### src/rtl/cbp_dec_pkg.sv
// Shared definitions for the CAVLC coded_block_pattern decoder.
package cbp_dec_pkg;

  typedef enum logic [1:0] {
    ST_IDLE   = 2'd0,
    ST_PREFIX = 2'd1,
    ST_SUFFIX = 2'd2,
    ST_OUT    = 2'd3
  } state_t;

  localparam int   CBP_MAX_CODE  = 47;
  localparam logic MODE_INTRA4X4 = 1'b0;
  localparam logic MODE_INTER    = 1'b1;

endpackage

### src/rtl/cbp_dec_map.sv
// Combinational codeNum -> CBP inverse mapping (H.264 Table 9-4), both prediction modes.
module cbp_dec_map
  import cbp_dec_pkg::*;
(
  input  logic [5:0] code,
  input  logic       mode,
  output logic [5:0] cbp
);

  localparam logic [5:0] INTRA_TBL [0:47] = '{
    6'd47, 6'd31, 6'd15, 6'd0,  6'd23, 6'd27, 6'd29, 6'd30,
    6'd7,  6'd11, 6'd13, 6'd14, 6'd39, 6'd43, 6'd45, 6'd46,
    6'd16, 6'd3,  6'd5,  6'd10, 6'd12, 6'd19, 6'd21, 6'd26,
    6'd28, 6'd35, 6'd37, 6'd42, 6'd44, 6'd1,  6'd2,  6'd4,
    6'd8,  6'd17, 6'd18, 6'd20, 6'd24, 6'd6,  6'd9,  6'd22,
    6'd25, 6'd32, 6'd33, 6'd34, 6'd36, 6'd40, 6'd38, 6'd41
  };

  localparam logic [5:0] INTER_TBL [0:47] = '{
    6'd0,  6'd16, 6'd1,  6'd2,  6'd4,  6'd8,  6'd32, 6'd3,
    6'd5,  6'd10, 6'd12, 6'd15, 6'd47, 6'd7,  6'd11, 6'd13,
    6'd14, 6'd6,  6'd9,  6'd31, 6'd35, 6'd37, 6'd42, 6'd44,
    6'd33, 6'd34, 6'd36, 6'd40, 6'd39, 6'd43, 6'd45, 6'd46,
    6'd17, 6'd18, 6'd20, 6'd24, 6'd19, 6'd21, 6'd26, 6'd28,
    6'd23, 6'd27, 6'd29, 6'd30, 6'd22, 6'd25, 6'd38, 6'd41
  };

  always_comb begin
    cbp = '0;
    if (code <= 6'(CBP_MAX_CODE)) begin
      cbp = (mode == MODE_INTER) ? INTER_TBL[code] : INTRA_TBL[code];
    end
  end

endmodule

### src/rtl/cbp_dec.sv
// Bit-serial ue(v) parser that recovers the 6-bit coded_block_pattern from one codeword.
// One bit per cycle in PREFIX/SUFFIX; result held in OUT until cbp_ready_i.
module cbp_dec
  import cbp_dec_pkg::*;
#(
  parameter int MAX_LZ = 5
) (
  input  logic       clk,
  input  logic       rst,
  input  logic       start_i,
  input  logic       mode_i,
  input  logic       bit_i,
  input  logic       bit_valid_i,
  output logic       bit_ready_o,
  output logic [5:0] cbp_o,
  output logic [3:0] len_o,
  output logic       err_o,
  output logic       cbp_valid_o,
  input  logic       cbp_ready_i,
  output logic       busy_o
);

  localparam int LZW = $clog2(MAX_LZ + 2);

  state_t           state, state_nx;
  logic             mode_q;
  logic [LZW-1:0]   lz_cnt;
  logic [LZW-1:0]   sfx_cnt;
  logic [MAX_LZ-1:0] info;
  logic [MAX_LZ-1:0] info_nx;
  logic [6:0]       code_sum;
  logic [5:0]       map_code;
  logic [5:0]       map_cbp;
  logic             bit_acc;
  logic             last_sfx;

  assign bit_acc  = bit_valid_i & bit_ready_o;
  assign last_sfx = (sfx_cnt == LZW'(1));
  assign info_nx  = {info[MAX_LZ-2:0], bit_i};
  // info_nx holds exactly lz suffix bits on the last suffix cycle since info starts cleared
  assign code_sum = ((7'd1 << lz_cnt) - 7'd1) + 7'(info_nx);
  assign map_code = (state == ST_SUFFIX) ? code_sum[5:0] : 6'd0;

  cbp_dec_map u_map (
    .code (map_code),
    .mode (mode_q),
    .cbp  (map_cbp)
  );

  always_ff @(posedge clk) begin
    if (rst) state <= ST_IDLE;
    else     state <= state_nx;
  end

  always_comb begin
    state_nx = state;
    case (state)
      ST_IDLE:   if (start_i) state_nx = ST_PREFIX;
      ST_PREFIX: begin
        if (bit_valid_i) begin
          if (!bit_i) begin
            if (lz_cnt == LZW'(MAX_LZ)) state_nx = ST_OUT;
          end else begin
            state_nx = (lz_cnt == '0) ? ST_OUT : ST_SUFFIX;
          end
        end
      end
      ST_SUFFIX: if (bit_valid_i && last_sfx) state_nx = ST_OUT;
      ST_OUT:    if (cbp_ready_i) state_nx = ST_IDLE;
      default:   state_nx = ST_IDLE;
    endcase
  end

  always_comb begin
    bit_ready_o = (state == ST_PREFIX) || (state == ST_SUFFIX);
    cbp_valid_o = (state == ST_OUT);
    busy_o      = (state != ST_IDLE);
  end

  always_ff @(posedge clk) begin
    if (rst) begin
      mode_q  <= 1'b0;
      lz_cnt  <= '0;
      sfx_cnt <= '0;
      info    <= '0;
      cbp_o   <= '0;
      len_o   <= '0;
      err_o   <= 1'b0;
    end else begin
      case (state)
        ST_IDLE: begin
          if (start_i) begin
            mode_q <= mode_i;
            lz_cnt <= '0;
            info   <= '0;
          end
        end
        ST_PREFIX: begin
          if (bit_acc) begin
            if (!bit_i) begin
              if (lz_cnt == LZW'(MAX_LZ)) begin
                err_o <= 1'b1;
                cbp_o <= '0;
                len_o <= 4'(MAX_LZ + 1);
              end else begin
                lz_cnt <= lz_cnt + LZW'(1);
              end
            end else if (lz_cnt == '0) begin
              err_o <= 1'b0;
              cbp_o <= map_cbp;
              len_o <= 4'd1;
            end else begin
              sfx_cnt <= lz_cnt;
            end
          end
        end
        ST_SUFFIX: begin
          if (bit_acc) begin
            info    <= info_nx;
            sfx_cnt <= sfx_cnt - LZW'(1);
            if (last_sfx) begin
              len_o <= 4'({lz_cnt, 1'b1});
              if (code_sum > 7'(CBP_MAX_CODE)) begin
                err_o <= 1'b1;
                cbp_o <= '0;
              end else begin
                err_o <= 1'b0;
                cbp_o <= map_cbp;
              end
            end
          end
        end
        ST_OUT: begin
          if (cbp_ready_i) err_o <= 1'b0;
        end
        default: ;
      endcase
    end
  end

endmodule
### config.mk
export PLATFORM = sky130hd
export DESIGN_NAME = cbp_dec
export DESIGN_NICKNAME = d
export VERILOG_FILES = /design/src/rtl/cbp_dec_pkg.sv /design/src/rtl/cbp_dec_map.sv /design/src/rtl/cbp_dec.sv
export SDC_FILE = /design/constraint.sdc
export NUM_CORES = 1
export LEC_CHECK = 0
export BUFFER_PORTS_ARGS = -buffer_cell sky130_fd_sc_hd__buf_2
export CAP_MARGIN = 20
export CORE_AREA = 2 2 71 73
export CTS_CLUSTER_DIAMETER = 120
export DETAILED_ROUTE_END_ITERATION = 6
export DIE_AREA = 0 0 73 75
export GPL_ROUTABILITY_DRIVEN = 1
export PLACE_DENSITY = 0.77
export SYNTH_ARGS = -nofsm -noshare
export SYNTH_HDL_FRONTEND = slang
export SYNTH_SLANG_ARGS = --single-unit
### constraint.sdc
create_clock -name clk -period 4.55 [get_ports clk]
set_clock_uncertainty 0.1 [all_clocks]
set_input_delay 0.91 -clock clk [delete_from_list [all_inputs] [get_ports clk]]
set_output_delay 0.91 -clock clk [all_outputs]
set_load 0.02 [all_outputs]
==> qor_table.md, run 1 <==
| Quantity | Reported | Unit |
|---|---|---|
| Status | finished clean | - |
| CP max stage delay | 520 | ps |
| Diodes inserted | 0 | - |
| Buffer type at the clock tree root | sky130_fd_sc_hd__clkbuf_8 | - |
| Switching share of total power | 53.45 | % |
| TritonCTS sink count | 24 | - |
| Clock network fraction of total power | 10.3 | % |
| Total number of placement rows | 25 | - |
| Number of pins with negative max-slew slack in the final report | 0 | - |
| Async S/R FF share, synth | 0 | % |
| Boundary Pins | 21 | - |
| Remaining antenna violation count after routing | 0 | - |
| Max VDD drop | 417.1 | µV |
| Slew @ Worst Pin | 710.0 | ps |
| Routed wire per std cell | 16.93 | µm |
| Clock tree from TritonCTS | done | - |
| Startpoint-to-endpoint class of the critical path | register to register | - |
| Clock tree buffer depth | 2 | - |
| Hold slack | 355.4 | ps |
| Number of unique standard cell types used by synthesis | 58 | - |
| Leading post-synthesis cells by instance count | sky130_fd_sc_hd__a21oi_1, sky130_fd_sc_hd__ha_1, sky130_fd_sc_hd__inv_1 | - |
| Initial antenna violation count | 0 | - |
| Top achievable clock speed | 255.8 | MHz |
| Overall Global Routing Usage | 28.90 | % |
| Cell with the most instances after synthesis | sky130_fd_sc_hd__a21oi_1 | - |
| Worst slew margin relative to its limit | 52.17 | % |
| Weighted congestion reported at the end of routability-driven placement | 1.035 | - |
| Number of buffers created by CTS | 3 | - |
| Instance count of the mapped netlist | 378 | - |
| Sequential element share of the synthesized area | 17.72 | % |
| Final setup violating endpoints | 0 | - |
| Internal power | 0.8667 | mW |
| Number of buffers added on ports | 20 | - |
| Number of maximum-capacitance violations | 0 | - |
| Placement Cell Area | 2878 | µm² |
| Power per cell area | 631.4 | nW/µm² |
| Reg clk slew, reported paths | 90 | ps |
| Worst-skew pair later-pin latency | 270 | ps |
| Arrival time at the worst endpoint | 4030 | ps |
| Prevailing post-synth register cell | sky130_fd_sc_hd__dfxtp_1 | - |
| Die Width | 73 | µm |
| Post-route design area | 2949 | µm² |
| Fraction of layout cells with a size suffix above 1 | 11.76 | % |
| DR vias/cell | 6.508 | - |
| Most common cell on crit path | sky130_fd_sc_hd__ha_1 | - |
| Die H | 75 | µm |
| Maximum net fanout on the critical path | 7 | - |
| Avg Cell Area, Syn | 7.173 | µm² |
| Maximum number of pins on one net before global-route repair | 41 | - |
| CP endpoint kind | register | - |
| Reported net switching power | 0.9953 | mW |
| Post-CTS sizing | 0 | - |
| Final setup TNS | 0 | ps |
| Worst hold path type | register to register | - |
| Cell area after synthesis | 2711 | µm² |
| Core Region | 4661 | µm² |
| Top-area cell type share of the netlist area | 17.72 | % |
| Dominant cells by area after synthesis | sky130_fd_sc_hd__dfxtp_1, sky130_fd_sc_hd__ha_1, sky130_fd_sc_hd__a21oi_1, sky130_fd_sc_hd__o21ai_0, sky130_fd_sc_hd__inv_1 | - |
| Total via count after detailed routing | 2896 | - |
| Mapped Nets | 420 | - |
| Wire length of the first global-routing pass | 12420 | µm |
| Portion of the clock cycle consumed by the worst path in the final layout | 85.93 | % |
| Starting Density | 58.17 | % |
| Post-layout min period | 3910 | ps |
| Final number of hold-violating endpoints | 0 | - |
| Layout overhead on the synthesized area | 8.768 | % |
| Sequential power share | 15.1 | % |
| Count of TritonRoute iterations in the first routing pass | 6 | - |
| H-tree levels | 1 | - |
| Setup repair bufs after CTS | 0 | - |
| Data required time at the worst endpoint | 4670 | ps |
| Final wirelength | 7535 | µm |
| Library cell contributing the largest single delay on the critical path | sky130_fd_sc_hd__or3b_1 | - |
| Critical path launch point type | register | - |
| # hold bufs at CTS | 0 | - |
| Post-layout net count | 434 | - |
| Static leakage power | 1.243 | nW |
| Total grt overflow | 0 | - |
| Biggest area consumer among synthesized cells | sky130_fd_sc_hd__dfxtp_1 | - |
| Total of flip-flops plus latches after synthesis | 24 | - |
| RSZ-0062 raised after global routing | false | - |
| Iteration-0 DRC Markers | 436 | - |
| Vias in the first global route | 2633 | - |
| Drt drc | 0 | - |
| Half-perimeter wire length of the detailed placement result | 5551 | µm |
| Number of synthesized flops with an enable pin | 0 | - |
| Share of total power in combinational logic | 74.7 | % |
| Area enclosed by the die boundary | 5475 | µm² |
| Yosys warning total | 0 | - |
| Crit path cell chain | inv_1 -> ha_1 -> nand2_1 -> ha_1 -> inv_1 -> ha_1 -> fa_1 -> a211oi_2 -> o21bai_1 -> o21a_2 -> a311oi_2 -> or3b_1 -> nor4b_1 -> a211o_1 | - |
==> flip-flops by register name, indices dropped and copies added (netlist names) <==
name     count
state        2
lz_cnt       3
sfx_cnt      3
len_o        4
info         4
err_o        1
mode_q       1
cbp_o        6
==> per-layer routing <==
metal,track usage (%),wire [µm],up-vias
met3,3.748,496,39
met1,35.50,3117,1321
met4,18.52,412,0
met5,0,0,-
li1,-,-,1385
met2,47.75,3509,151
==> kinds of logic after synthesis <==
| group | after synthesis | synth area share [%] |
|---|---|---|
| buffers and inverters | 59 | 8.352 |
| AOI/OAI and AO/OA | 134 | 32.26 |
| adders and majority gates | 35 | 16.43 |
| DFF | 24 | 17.72 |
| xor gates and xnor gates | 6 | 2.492 |
| and+or+nand+nor | 113 | 19.61 |
| muxes | 7 | 3.138 |
==> critical path: cells and delay by family (launching register included) <==
| kind | cells | cell delay [ps] |
|---|---|---|
| buf+inv | 2 | 200 |
| compound gates | 5 | 1040 |
| flops | 1 | 410 |
| fa+ha+maj | 4 | 1080 |
| simple gates | 3 | 1040 |
==> metrics by stage <==
stage / instances / total power, mW / utilization, % / setup WS, ps
final: 445 / 1.862 / 63.28 / 640.2
after CTS: 445 / 1.828 / 63.28 / 706.1
after detailed placement: 441 / 1.629 / 61.75 / 485.4
after floorplan: 378 / 1.289 / - / 914.1
after global placement: 441 / 1.626 / 61.75 / 573.0
after global routing: 445 / 1.999 / 63.28 / 424.0
==> power groups by stage <==
stage	clock [mW]	combinational, mW	sequential [mW]
CTS	0.198	1.35	0.280
global route	0.205	1.51	0.286
global placement	0	1.34	0.283
finish	0.191	1.39	0.280
detailed placement	0	1.34	0.285
floorplan	0	0.987	0.302
==> final timing paths <==
kind         slack [ps]      start       end  depth (start not counted)
max                 640  lz_cnt[0]  cbp_o[1]                         14
min                 360   len_o[2]  len_o[2]                          2
max reg2reg         640  lz_cnt[0]  cbp_o[1]                         14
min reg2reg         360   len_o[2]  len_o[2]                          2
==> cell usage in the layout, fill, tap and decap left out, types with 3 or more instances in the layout <==
cell,Yosys,final
sky130_fd_sc_hd__or3_1,3,3
sky130_fd_sc_hd__buf_2,4,20
sky130_fd_sc_hd__o221ai_1,5,5
sky130_fd_sc_hd__nor2_1,32,32
sky130_fd_sc_hd__a211o_1,5,5
sky130_fd_sc_hd__buf_4,0,12
sky130_fd_sc_hd__nand2b_1,8,8
sky130_fd_sc_hd__a31oi_1,3,3
sky130_fd_sc_hd__nor2b_1,3,3
sky130_fd_sc_hd__nand3_1,15,15
sky130_fd_sc_hd__o22ai_1,5,5
sky130_fd_sc_hd__ha_1,34,34
sky130_fd_sc_hd__and2_1,3,3
sky130_fd_sc_hd__o31ai_1,3,3
sky130_fd_sc_hd__o21ai_0,30,30
sky130_fd_sc_hd__and3_1,4,4
sky130_fd_sc_hd__a211oi_1,5,5
sky130_fd_sc_hd__o211ai_1,7,7
sky130_fd_sc_hd__o311ai_0,3,3
sky130_fd_sc_hd__nor3_1,9,9
sky130_fd_sc_hd__nor4_1,3,3
sky130_fd_sc_hd__clkbuf_8,0,3
sky130_fd_sc_hd__o211a_1,3,3
sky130_fd_sc_hd__dfxtp_1,24,24
sky130_fd_sc_hd__a21o_1,3,3
sky130_fd_sc_hd__nand2_1,28,28
sky130_fd_sc_hd__inv_1,34,34
sky130_fd_sc_hd__mux2i_1,4,4
sky130_fd_sc_hd__a21oi_1,41,41
==> area by class of cell <==
type                    instances  area [µm²]
multi-input cells             295        2004
fillers                       440        1712
flip-flops and latches         24       480.5
repair buffers                 32       190.2
inverters                      36       135.1
well taps                      54       67.56
clock buffers                   3       41.29
clock inverters                 1       30.03
Power figures use the tool's default switching activity.
==> run 2, diff against run 1 <==
- PLACE_DENSITY: 0.77 -> 0.85
==> qor_table.md, run 2 (synthesis gave the netlist of run 1 again) <==
| Quantity | Reported | Unit |
|---|---|---|
| Status | finished clean | - |
| Post-CTS sizing | 0 | - |
| Reg clk slew, reported paths | 90 | ps |
| Iteration-0 DRC Markers | 502 | - |
| Library cell contributing the largest single delay on the critical path | sky130_fd_sc_hd__or3b_1 | - |
| Maximum net fanout on the critical path | 7 | - |
| Routed wire per std cell | 16.78 | µm |
| Worst slew margin relative to its limit | 58.87 | % |
| Clock tree buffer depth | 2 | - |
| Die H | 75 | µm |
| Setup repair bufs after CTS | 0 | - |
| Number of maximum-capacitance violations | 0 | - |
| Register bank with the most flops | cbp_o | - |
| Number of buffers added on ports | 20 | - |
| Worst setup startpoint | lz_cnt[1] | - |
| Area enclosed by the die boundary | 5475 | µm² |
| Worst hold path type | register to register | - |
| Initial antenna violation count | 0 | - |
| Static leakage power | 1.225 | nW |
| Power per cell area | 628.6 | nW/µm² |
| Total via count after detailed routing | 2874 | - |
| Number of buffers created by CTS | 3 | - |
| Startpoint-to-endpoint class of the critical path | register to register | - |
| Data required time at the worst endpoint | 4680 | ps |
| Top library cells by usage in the layout, fill and taps aside | sky130_fd_sc_hd__a21oi_1, sky130_fd_sc_hd__inv_1, sky130_fd_sc_hd__ha_1 | - |
| Core Region | 4661 | µm² |
| Launch point of the worst hold path | sfx_cnt[1] | - |
| CP max stage delay | 490 | ps |
| Max FFs per register | 6 | - |
| Buffer type at the clock tree root | sky130_fd_sc_hd__clkbuf_8 | - |
| Boundary Pins | 21 | - |
| Final number of hold-violating endpoints | 0 | - |
| Total grt overflow | 0 | - |
| Overall Global Routing Usage | 27.79 | % |
| Count of TritonRoute iterations in the first routing pass | 5 | - |
| Crit path cell chain | inv_1 -> ha_1 -> nand2_1 -> ha_1 -> inv_1 -> ha_1 -> fa_1 -> a211oi_2 -> o21bai_1 -> o21a_2 -> a311oi_2 -> or3b_1 -> nor4b_1 -> a211o_1 | - |
| Drt drc | 0 | - |
| CP endpoint kind | register | - |
| Die Width | 73 | µm |
| H-tree levels | 1 | - |
| Wire length of the first global-routing pass | 11920 | µm |
| Worst-skew pair later-pin latency | 280 | ps |
| Maximum number of pins on one net before global-route repair | 41 | - |
| Diodes inserted | 0 | - |
| Largest registers | cbp_o: 6 flops, info: 4 flops, len_o: 4 flops | - |
| Fraction of layout cells with a size suffix above 1 | 10.85 | % |
| Final setup violating endpoints | 0 | - |
| Most frequent standard cell in the layout excluding fill and tap cells | sky130_fd_sc_hd__a21oi_1 | - |
| Weighted congestion reported at the end of routability-driven placement | 0.9535 | - |
| Final setup TNS | 0 | ps |
| Arrival time at the worst endpoint | 3940 | ps |
| Half-perimeter wire length of the detailed placement result | 5314 | µm |
| Post-layout min period | 3818 | ps |
| Starting Density | 58.17 | % |
| Remaining antenna violation count after routing | 0 | - |
| Vias in the first global route | 2532 | - |
| Final wirelength | 7398 | µm |
| DR vias/cell | 6.517 | - |
| Top achievable clock speed | 261.9 | MHz |
| Portion of the clock cycle consumed by the worst path in the final layout | 83.92 | % |
| # hold bufs at CTS | 0 | - |
| Buffers plus inverters on the worst setup path | 2 | - |
| Core occupancy in the finished layout | 62.63 | % |
| Post-layout net count | 430 | - |
| TritonCTS sink count | 24 | - |
| Number of pins with negative max-slew slack in the final report | 0 | - |
| Delay-heaviest family, CP | adder cells | - |
| Critical path launch point type | register | - |
| R2R Path Start | lz_cnt[1] | - |
| RSZ-0062 raised after global routing | false | - |
| Max VDD drop | 525.2 | µV |
| Layout overhead on the synthesized area | 7.660 | % |
| Slew @ Worst Pin | 614.9 | ps |
| Fill cell total of the finished layout | 406 | - |
| Clock tree from TritonCTS | done | - |
| Most common cell on crit path | sky130_fd_sc_hd__ha_1 | - |
| Total number of placement rows | 25 | - |
[run 2: cell types whose count changed in the layout (fill, tap and decap cells not counted), sizes merged]
| cell | before | now |
|---|---|---|
| buf | 32 | 28 |
[run 2: worst paths after layout]
| path | slack, ps | cells after the start | end |
|---|---|---|---|
| worst max register to register | 730 | 14 | cbp_o[1] |
| worst min-delay path | 360 | 2 | sfx_cnt[1] |
| worst min register to register | 360 | 2 | sfx_cnt[1] |
| worst max-delay path | 730 | 14 | cbp_o[1] |
[run 2: area by class of cell]
type                            count  area [µm²]  share of cell area, %
Multi-Input combinational cell    295        2004                  68.67
Clock inverter                      1       30.03                  1.029
Tap cell                           54       67.56                  2.315
Sequential cell                    24       480.5                  16.46
Inverter                           36       135.1                  4.629
Timing Repair Buffer               28       160.2                  5.487
Clock buffer                        3       41.29                  1.414
[run 2: power by group]
| group | internal, mW | switching, mW |
|---|---|---|
| logic | 0.480 | 0.880 |
| registers | 0.249 | 0.0330 |
| clock network | 0.118 | 0.0750 |
| total | 0.847 | 0.988 |
[run 2: per-layer routing]
metal / vias up / part of all wire [%] / global-route usage, %
met2: 177 / 48 / 47.25
met3: 26 / 8.3 / 2.677
li1: 1380 / - / -
met1: 1291 / 41 / 35.77
met5: - / 0 / 0
met4: 0 / 3.2 / 12.55
[run 2: through the flow]
stage / cell area [µm²] / cells / setup slack, ps / hold slack, ps / power [mW]
floorplan: 2711 / 378 / 914.1 / 331.9 / 1.289
global placement: 2848 / 437 / 639.0 / 339.5 / 1.582
detailed placement: 2848 / 437 / 489.7 / 345.3 / 1.594
CTS: 2919 / 441 / 742.7 / 360.1 / 1.793
global route: 2919 / 441 / 453.4 / 375.3 / 1.971
finish: 2919 / 441 / 731.8 / 356.2 / 1.835
[run 2: worst min-delay path, cell delays in order, from the launching register on]
cell	delay (ps)
sky130_fd_sc_hd__dfxtp_1	320
sky130_fd_sc_hd__nand2_1	50
sky130_fd_sc_hd__a21oi_1	50
